<file path="src/rtl/mult_hilo_unit_if.sv">
// Interface between the execute stage, the 16x16 sequential multiplier and the HI/LO controller.
// The slave modport is the controller's view; master is the surrounding pipeline and multiplier.
interface mult_hilo_unit_if #(
   parameter int unsigned DATA_W = 16
);
   logic                Req_Valid;
   logic                Req_Ready;
   logic [DATA_W-1:0]   Op_A;
   logic [DATA_W-1:0]   Op_B;
   logic                Mul_St;
   logic [DATA_W-1:0]   Mul_Multiplicando;
   logic [DATA_W-1:0]   Mul_Multiplicador;
   logic                Mul_Done;
   logic                Mul_Idle;
   logic [2*DATA_W-1:0] Mul_Produto;
   logic                Rd_Req;
   logic                Rd_Sel;
   logic [DATA_W-1:0]   Rd_Data;
   logic                Stall;
   logic                Busy;
   logic                Erro;

   modport slave (
      input  Req_Valid, Op_A, Op_B, Mul_Done, Mul_Idle, Mul_Produto, Rd_Req, Rd_Sel,
      output Req_Ready, Mul_St, Mul_Multiplicando, Mul_Multiplicador, Rd_Data, Stall, Busy, Erro
   );

   modport master (
      output Req_Valid, Op_A, Op_B, Mul_Done, Mul_Idle, Mul_Produto, Rd_Req, Rd_Sel,
      input  Req_Ready, Mul_St, Mul_Multiplicando, Mul_Multiplicador, Rd_Data, Stall, Busy, Erro
   );
endinterface

</file>
<file path="src/rtl/mult_hilo_unit.sv">
// MULT controller: latches operands, launches the sequential multiplier, waits for a Done rise
// and commits the product into HI/LO; serves MFHI/MFLO reads and stalls while busy.
module mult_hilo_unit #(
   parameter int unsigned DATA_W  = 16,
   parameter int unsigned TIMEOUT = 64
) (
   input  logic              Clk,
   input  logic              Rst_n,
   mult_hilo_unit_if.slave   bus
);
   localparam int unsigned CNT_W = (TIMEOUT > 1) ? $clog2(TIMEOUT) : 1;

   typedef enum logic [1:0] {
      S_IDLE,
      S_ISSUE,
      S_WAIT
   } state_t;

   state_t             state_q, state_d;
   logic [DATA_W-1:0]  hi_q, hi_d;
   logic [DATA_W-1:0]  lo_q, lo_d;
   logic [DATA_W-1:0]  opa_q, opa_d;
   logic [DATA_W-1:0]  opb_q, opb_d;
   logic [CNT_W-1:0]   cnt_q, cnt_d;
   logic               erro_q, erro_d;
   logic               done_q;
   logic               mul_st;
   logic               done_rise;

   // A Done left high by the previous operation must not complete the current one.
   assign done_rise = bus.Mul_Done & ~done_q;

   always_ff @(posedge Clk or negedge Rst_n) begin
      if (!Rst_n) begin
         state_q <= S_IDLE;
         hi_q    <= '0;
         lo_q    <= '0;
         opa_q   <= '0;
         opb_q   <= '0;
         cnt_q   <= '0;
         erro_q  <= 1'b0;
         done_q  <= 1'b0;
      end else begin
         state_q <= state_d;
         hi_q    <= hi_d;
         lo_q    <= lo_d;
         opa_q   <= opa_d;
         opb_q   <= opb_d;
         cnt_q   <= cnt_d;
         erro_q  <= erro_d;
         done_q  <= bus.Mul_Done;
      end
   end

   always_comb begin
      state_d = state_q;
      hi_d    = hi_q;
      lo_d    = lo_q;
      opa_d   = opa_q;
      opb_d   = opb_q;
      cnt_d   = cnt_q;
      erro_d  = erro_q;
      mul_st  = 1'b0;
      unique case (state_q)
         S_IDLE: begin
            if (bus.Req_Valid) begin
               opa_d   = bus.Op_A;
               opb_d   = bus.Op_B;
               erro_d  = 1'b0;
               state_d = S_ISSUE;
            end
         end
         S_ISSUE: begin
            if (bus.Mul_Idle) begin
               mul_st  = 1'b1;
               cnt_d   = '0;
               state_d = S_WAIT;
            end
         end
         S_WAIT: begin
            if (done_rise) begin
               hi_d    = bus.Mul_Produto[2*DATA_W-1:DATA_W];
               lo_d    = bus.Mul_Produto[DATA_W-1:0];
               state_d = S_IDLE;
            end else if (cnt_q == CNT_W'(TIMEOUT - 1)) begin
               erro_d  = 1'b1;
               state_d = S_IDLE;
            end else begin
               cnt_d = cnt_q + CNT_W'(1);
            end
         end
         default: state_d = S_IDLE;
      endcase
   end

   assign bus.Req_Ready         = (state_q == S_IDLE);
   assign bus.Busy              = (state_q != S_IDLE);
   assign bus.Mul_St            = mul_st;
   assign bus.Mul_Multiplicando = opa_q;
   assign bus.Mul_Multiplicador = opb_q;
   assign bus.Rd_Data           = bus.Rd_Sel ? hi_q : lo_q;
   assign bus.Stall             = bus.Rd_Req & (state_q != S_IDLE);
   assign bus.Erro              = erro_q;
endmodule

</file>
<file path="src/flat_wrapper.sv">
// flat-port wrapper written by rule: the top's interface ports become plain ports
module mult_hilo_unit_flat 
#(
   parameter int unsigned DATA_W  = 16,
   parameter int unsigned TIMEOUT = 64
)
  (Clk, Rst_n, bus_Req_Valid, bus_Op_A, bus_Op_B, bus_Mul_Done, bus_Mul_Idle, bus_Mul_Produto, bus_Rd_Req, bus_Rd_Sel, bus_Req_Ready, bus_Mul_St, bus_Mul_Multiplicando, bus_Mul_Multiplicador, bus_Rd_Data, bus_Stall, bus_Busy, bus_Erro);
  mult_hilo_unit_if #(.DATA_W(DATA_W)) bus_i ();
  input  logic Clk;
  input  logic Rst_n;
  input wire logic [$bits(bus_i.Req_Valid)-1:0] bus_Req_Valid;
  input wire logic [$bits(bus_i.Op_A)-1:0] bus_Op_A;
  input wire logic [$bits(bus_i.Op_B)-1:0] bus_Op_B;
  input wire logic [$bits(bus_i.Mul_Done)-1:0] bus_Mul_Done;
  input wire logic [$bits(bus_i.Mul_Idle)-1:0] bus_Mul_Idle;
  input wire logic [$bits(bus_i.Mul_Produto)-1:0] bus_Mul_Produto;
  input wire logic [$bits(bus_i.Rd_Req)-1:0] bus_Rd_Req;
  input wire logic [$bits(bus_i.Rd_Sel)-1:0] bus_Rd_Sel;
  output wire logic [$bits(bus_i.Req_Ready)-1:0] bus_Req_Ready;
  output wire logic [$bits(bus_i.Mul_St)-1:0] bus_Mul_St;
  output wire logic [$bits(bus_i.Mul_Multiplicando)-1:0] bus_Mul_Multiplicando;
  output wire logic [$bits(bus_i.Mul_Multiplicador)-1:0] bus_Mul_Multiplicador;
  output wire logic [$bits(bus_i.Rd_Data)-1:0] bus_Rd_Data;
  output wire logic [$bits(bus_i.Stall)-1:0] bus_Stall;
  output wire logic [$bits(bus_i.Busy)-1:0] bus_Busy;
  output wire logic [$bits(bus_i.Erro)-1:0] bus_Erro;
  assign bus_i.Req_Valid = bus_Req_Valid;
  assign bus_i.Op_A = bus_Op_A;
  assign bus_i.Op_B = bus_Op_B;
  assign bus_i.Mul_Done = bus_Mul_Done;
  assign bus_i.Mul_Idle = bus_Mul_Idle;
  assign bus_i.Mul_Produto = bus_Mul_Produto;
  assign bus_i.Rd_Req = bus_Rd_Req;
  assign bus_i.Rd_Sel = bus_Rd_Sel;
  assign bus_Req_Ready = bus_i.Req_Ready;
  assign bus_Mul_St = bus_i.Mul_St;
  assign bus_Mul_Multiplicando = bus_i.Mul_Multiplicando;
  assign bus_Mul_Multiplicador = bus_i.Mul_Multiplicador;
  assign bus_Rd_Data = bus_i.Rd_Data;
  assign bus_Stall = bus_i.Stall;
  assign bus_Busy = bus_i.Busy;
  assign bus_Erro = bus_i.Erro;
  mult_hilo_unit #(.DATA_W(DATA_W), .TIMEOUT(TIMEOUT)) u_core (.Clk(Clk), .Rst_n(Rst_n), .bus(bus_i));
endmodule
</file>
<file path="config.mk">
export PLATFORM = sky130hd
export DESIGN_NAME = mult_hilo_unit_flat
export DESIGN_NICKNAME = d
export VERILOG_FILES = /design/src/rtl/mult_hilo_unit_if.sv /design/src/rtl/mult_hilo_unit.sv /design/src/flat_wrapper.sv
export SDC_FILE = /design/constraint.sdc
export NUM_CORES = 1
export LEC_CHECK = 0
export CAP_MARGIN = 20
export CORE_MARGIN = 3
export CORE_UTILIZATION = 30
export DETAILED_ROUTE_END_ITERATION = 8
export GPL_TIMING_DRIVEN = 0
export PLACE_DENSITY = 0.68
export SLEW_MARGIN = 20
export SYNTH_ARGS = -nofsm -noshare
export SYNTH_HDL_FRONTEND = slang
export SYNTH_SLANG_ARGS = --single-unit
</file>
<file path="constraint.sdc">
create_clock -name Clk -period 3.49 [get_ports Clk]
set_input_delay 0.5235 -clock Clk [delete_from_list [all_inputs] [get_ports Clk]]
set_output_delay 0.5235 -clock Clk [all_outputs]
set_load 0.05 [all_outputs]
</file>
==> impl_metrics.toml <==
[outcome]
result_of_the_run = "completed"

[place]
portBuffers = 122
placed_cells = 468
place.detailed.hpwl_um = 5360
gp_congestion = 0.835

[clocking]
clock_sink_count = 74
cts_tree = "built"
post_cts_resized = 0
holdBufCountCts = 0
clock_tree.root_cell = "clkbuf_8"
tritoncts.num_buffers = 9
clock_insertion_delay_worst_skew_ns = 0.34
cts.clk_slew.worst_paths_ns = 0.08
cts.repair_timing.setup_buffer_count = 0
htree_levels = 3
clock_tree.buffer_depth = 2

[critical_path]
buffers_inverters_on_critical_path = 3
cp.arrival_ns = 2.33
cp_required_ns = 2.97
critical_path.top_delay_family = "buffers and inverters"
critPathMaxFanout = 10
startpoint_type = "primary input"
critical_path_depth = 4
worstSetupEndpointType = "output port"
cp_cell_instances = "clkbuf_1 > buf_2 > mux2_2 > clkdlybuf4s50_1"
critical-path-slowest-cell = "clkdlybuf4s50_1"
reg2reg_depth = 4
worstReg2RegStart = "u_core.state_q[0]"
class_of_the_most_critical_setup_path = "in -> out"
cpPeakStageDelay_ns = 0.71
r2r-end = "u_core.hi_q[8]"
setup.reg_to_reg.worst_slack_ns = 1.81

[floorplan]
die_height_um = 108
core_area_sq_mm = 0.00991
fp.dieArea_sq_mm = 0.0116
start_util_pct = 31.2
chipWidth_um = 108
row_count = 36
io_pins = 124

[sta]
clock_skew_ns = 0.00838
achievable-frequency_mhz = 350
period_share_pct = 81.8
fin_hold_viols = 0
slew-limit-headroom_pct = 64.7
timing_max_transition_violations_final = 0
rsz0062_at_grt = "false"
timing.final.crit_period_ns = 2.86
final.setup.tns_ns = 0
max_slew.worst_pin.slew_ns = 0.529
setup-violations-final = 0

[power]
power_density_mw_per_mm2 = 1030
p_leak_nw = 1.99
ir_drop_mv = 0.430

[routing]
route.vias.total = 2203
avgViaCountPerCell = 4.55
route.detailed.wl_per_inst_um = 14.8
total_wire_length_um = 7160
drt_iter0_markers = 50
ant_nets = 0
drcViolationCount = 0
firstDrtPassIters = 5

[grt]
grt_pass1_vias = 2348
grt_remaining_overflow = 0
initial_antenna_violation_count = 0
grt_start_max_net_pins = 40
first_pass_grt_wire_length_um = 11600
grtUsageTotal_pct = 12.9

[yosys]
synth_seq_cells = 74
synthDistinctLibCells = 28
synth_sequential_area_ratio_pct = 59.8
postSynthCellCount = 212
yosys_warnings = 0
mappedNetlistArea_sq_mm = 0.00310
postSynthAreaPerCell_sq_um = 14.6
total_nets_after_synthesis = 284

[finish]
seq_area_sq_mm = 0.00185
layout-drive-gt1-share_pct = 21.7
multiInputGateArea_sq_mm = 0.00116
num-nets-final = 418
final_cell_count_no_fill = 484
num_antenna_cells = 0
layout.filler_cells = 923
layout.cells.most_common = "clkdlybuf4s50_1"
mostFrequentLayoutCells = "clkdlybuf4s50_1 (121), dfrtp_1 (74), mux2_2 (48), mux2_1 (32), clkbuf_8 (11)"
area_growth_syn_to_layout_pct = 53.5

[worst_hold_path]
min_path_type = "in -> async"

[flow_run]
maxCapViolations = 0
## how the worst max path moves through the flow
stage                     from               to  slack [ns]
floorplan           bus_Rd_Sel  bus_Rd_Data[10]        1.48
global placement         Rst_n  u_core.hi_q[13]       -0.74
detailed placement  bus_Rd_Sel   bus_Rd_Data[4]        0.56
CTS                 bus_Rd_Sel   bus_Rd_Data[9]        0.57
global route        bus_Rd_Sel  bus_Rd_Data[11]        0.52
finish              bus_Rd_Sel   bus_Rd_Data[9]        0.63
## cell families (layout without fill, tap and decap cells)
kind of cell | after synthesis | in the layout | share of synthesized area (%)
mux | 80 | 80 | 29.1
flops | 74 | 74 | 59.8
simple gates | 30 | 30 | 5.09
compound gates | 14 | 14 | 2.83
buf+inv | 13 | 152 | 2.75
fa+ha+maj | 1 | 1 | 0.404
## layout make-up
| class | count | share of cell area [%] |
|---|---|---|
| Buffer | 9 | 1.47 |
| Clock buffer | 11 | 3.19 |
| Clock inverter | 5 | 2.11 |
| Inverter | 4 | 0.316 |
| Multi-Input combinational cell | 125 | 24.4 |
| Sequential cell | 74 | 39.0 |
| Tap cell | 133 | 3.50 |
| Timing Repair Buffer | 123 | 26.1 |
## cell usage after synthesis
cell	count	area [sq um]
ha_1	1	12.5
nor2_1	3	11.3
nand3_1	9	45.0
mux2_2	48	541
mux2_1	32	360
o211ai_1	1	7.51
nor2b_1	2	12.5
inv_1	4	15.0
or4_1	1	7.51
buf_6	3	33.8
nor3_1	2	10.0
buf_4	3	22.5
nand4_1	1	6.26
buf_2	2	10.0
a31oi_1	1	6.26
nand3b_1	1	7.51
nand2b_1	2	12.5
o21ai_0	6	30.0
dfrtp_1	74	1850
and2_1	1	6.26
clkbuf_1	1	3.75
o211a_1	1	10.0
nor2_2	2	12.5
a21oi_1	3	15.0
a32o_1	1	10.0
and2b_1	1	7.51
nand2_1	5	18.8
o2111ai_1	1	8.76
## layer usage
layer | global-route usage (%) | vias up | part of all wire (%)
li1 | - | 1032 | -
met1 | 15.9 | 1089 | 43
met2 | 21.6 | 78 | 49
met3 | 4.32 | 4 | 7.1
met4 | 3.52 | 0 | 0.53
met5 | 0 | - | 0
## metrics by stage
stage / setup slack [ns] / power, mW / util [%] / area (sq um) / hold WS [ns]
final: 0.634 / 4.88 / 48.0 / 4750 / 0.117
after global routing: 0.521 / 5.15 / 48.0 / 4750 / 0.140
after floorplan: 1.48 / 3.21 / - / 3100 / 0.228
after global placement: -0.741 / 4.04 / 45.2 / 4480 / 0.467
after CTS: 0.568 / 4.94 / 48.0 / 4750 / 0.127
after detailed placement: 0.562 / 4.09 / 45.4 / 4500 / 0.474
## power breakdown
group          leakage (nW)  switching [mW]  internal (mW)  total, mW
Clock                 0.129           0.322          0.512      0.834
Combinational         0.961            1.56           1.02       2.58
Sequential            0.897           0.205           1.26       1.47
Total                  1.99            2.09           2.79       4.88
## worst reg2reg max path, cell delays in order (launching register included)
cell	delay (ns)
dfrtp_1	0.43
nand2b_1	0.24
nor2_2	0.28
buf_4	0.27
mux2_2	0.36
## sequential cells by signal (all words and copies together), names as in the netlist
signal / count
u_core.lo_q: 16
u_core.hi_q: 16
u_core.done_q: 1
u_core.cnt_q: 6
u_core.bus.Mul_Multiplicador: 16
u_core.bus.Mul_Multiplicando: 16
u_core.state_q: 2
u_core.bus.Erro: 1
No activity file was read; power rests on OpenSTA's default activity.
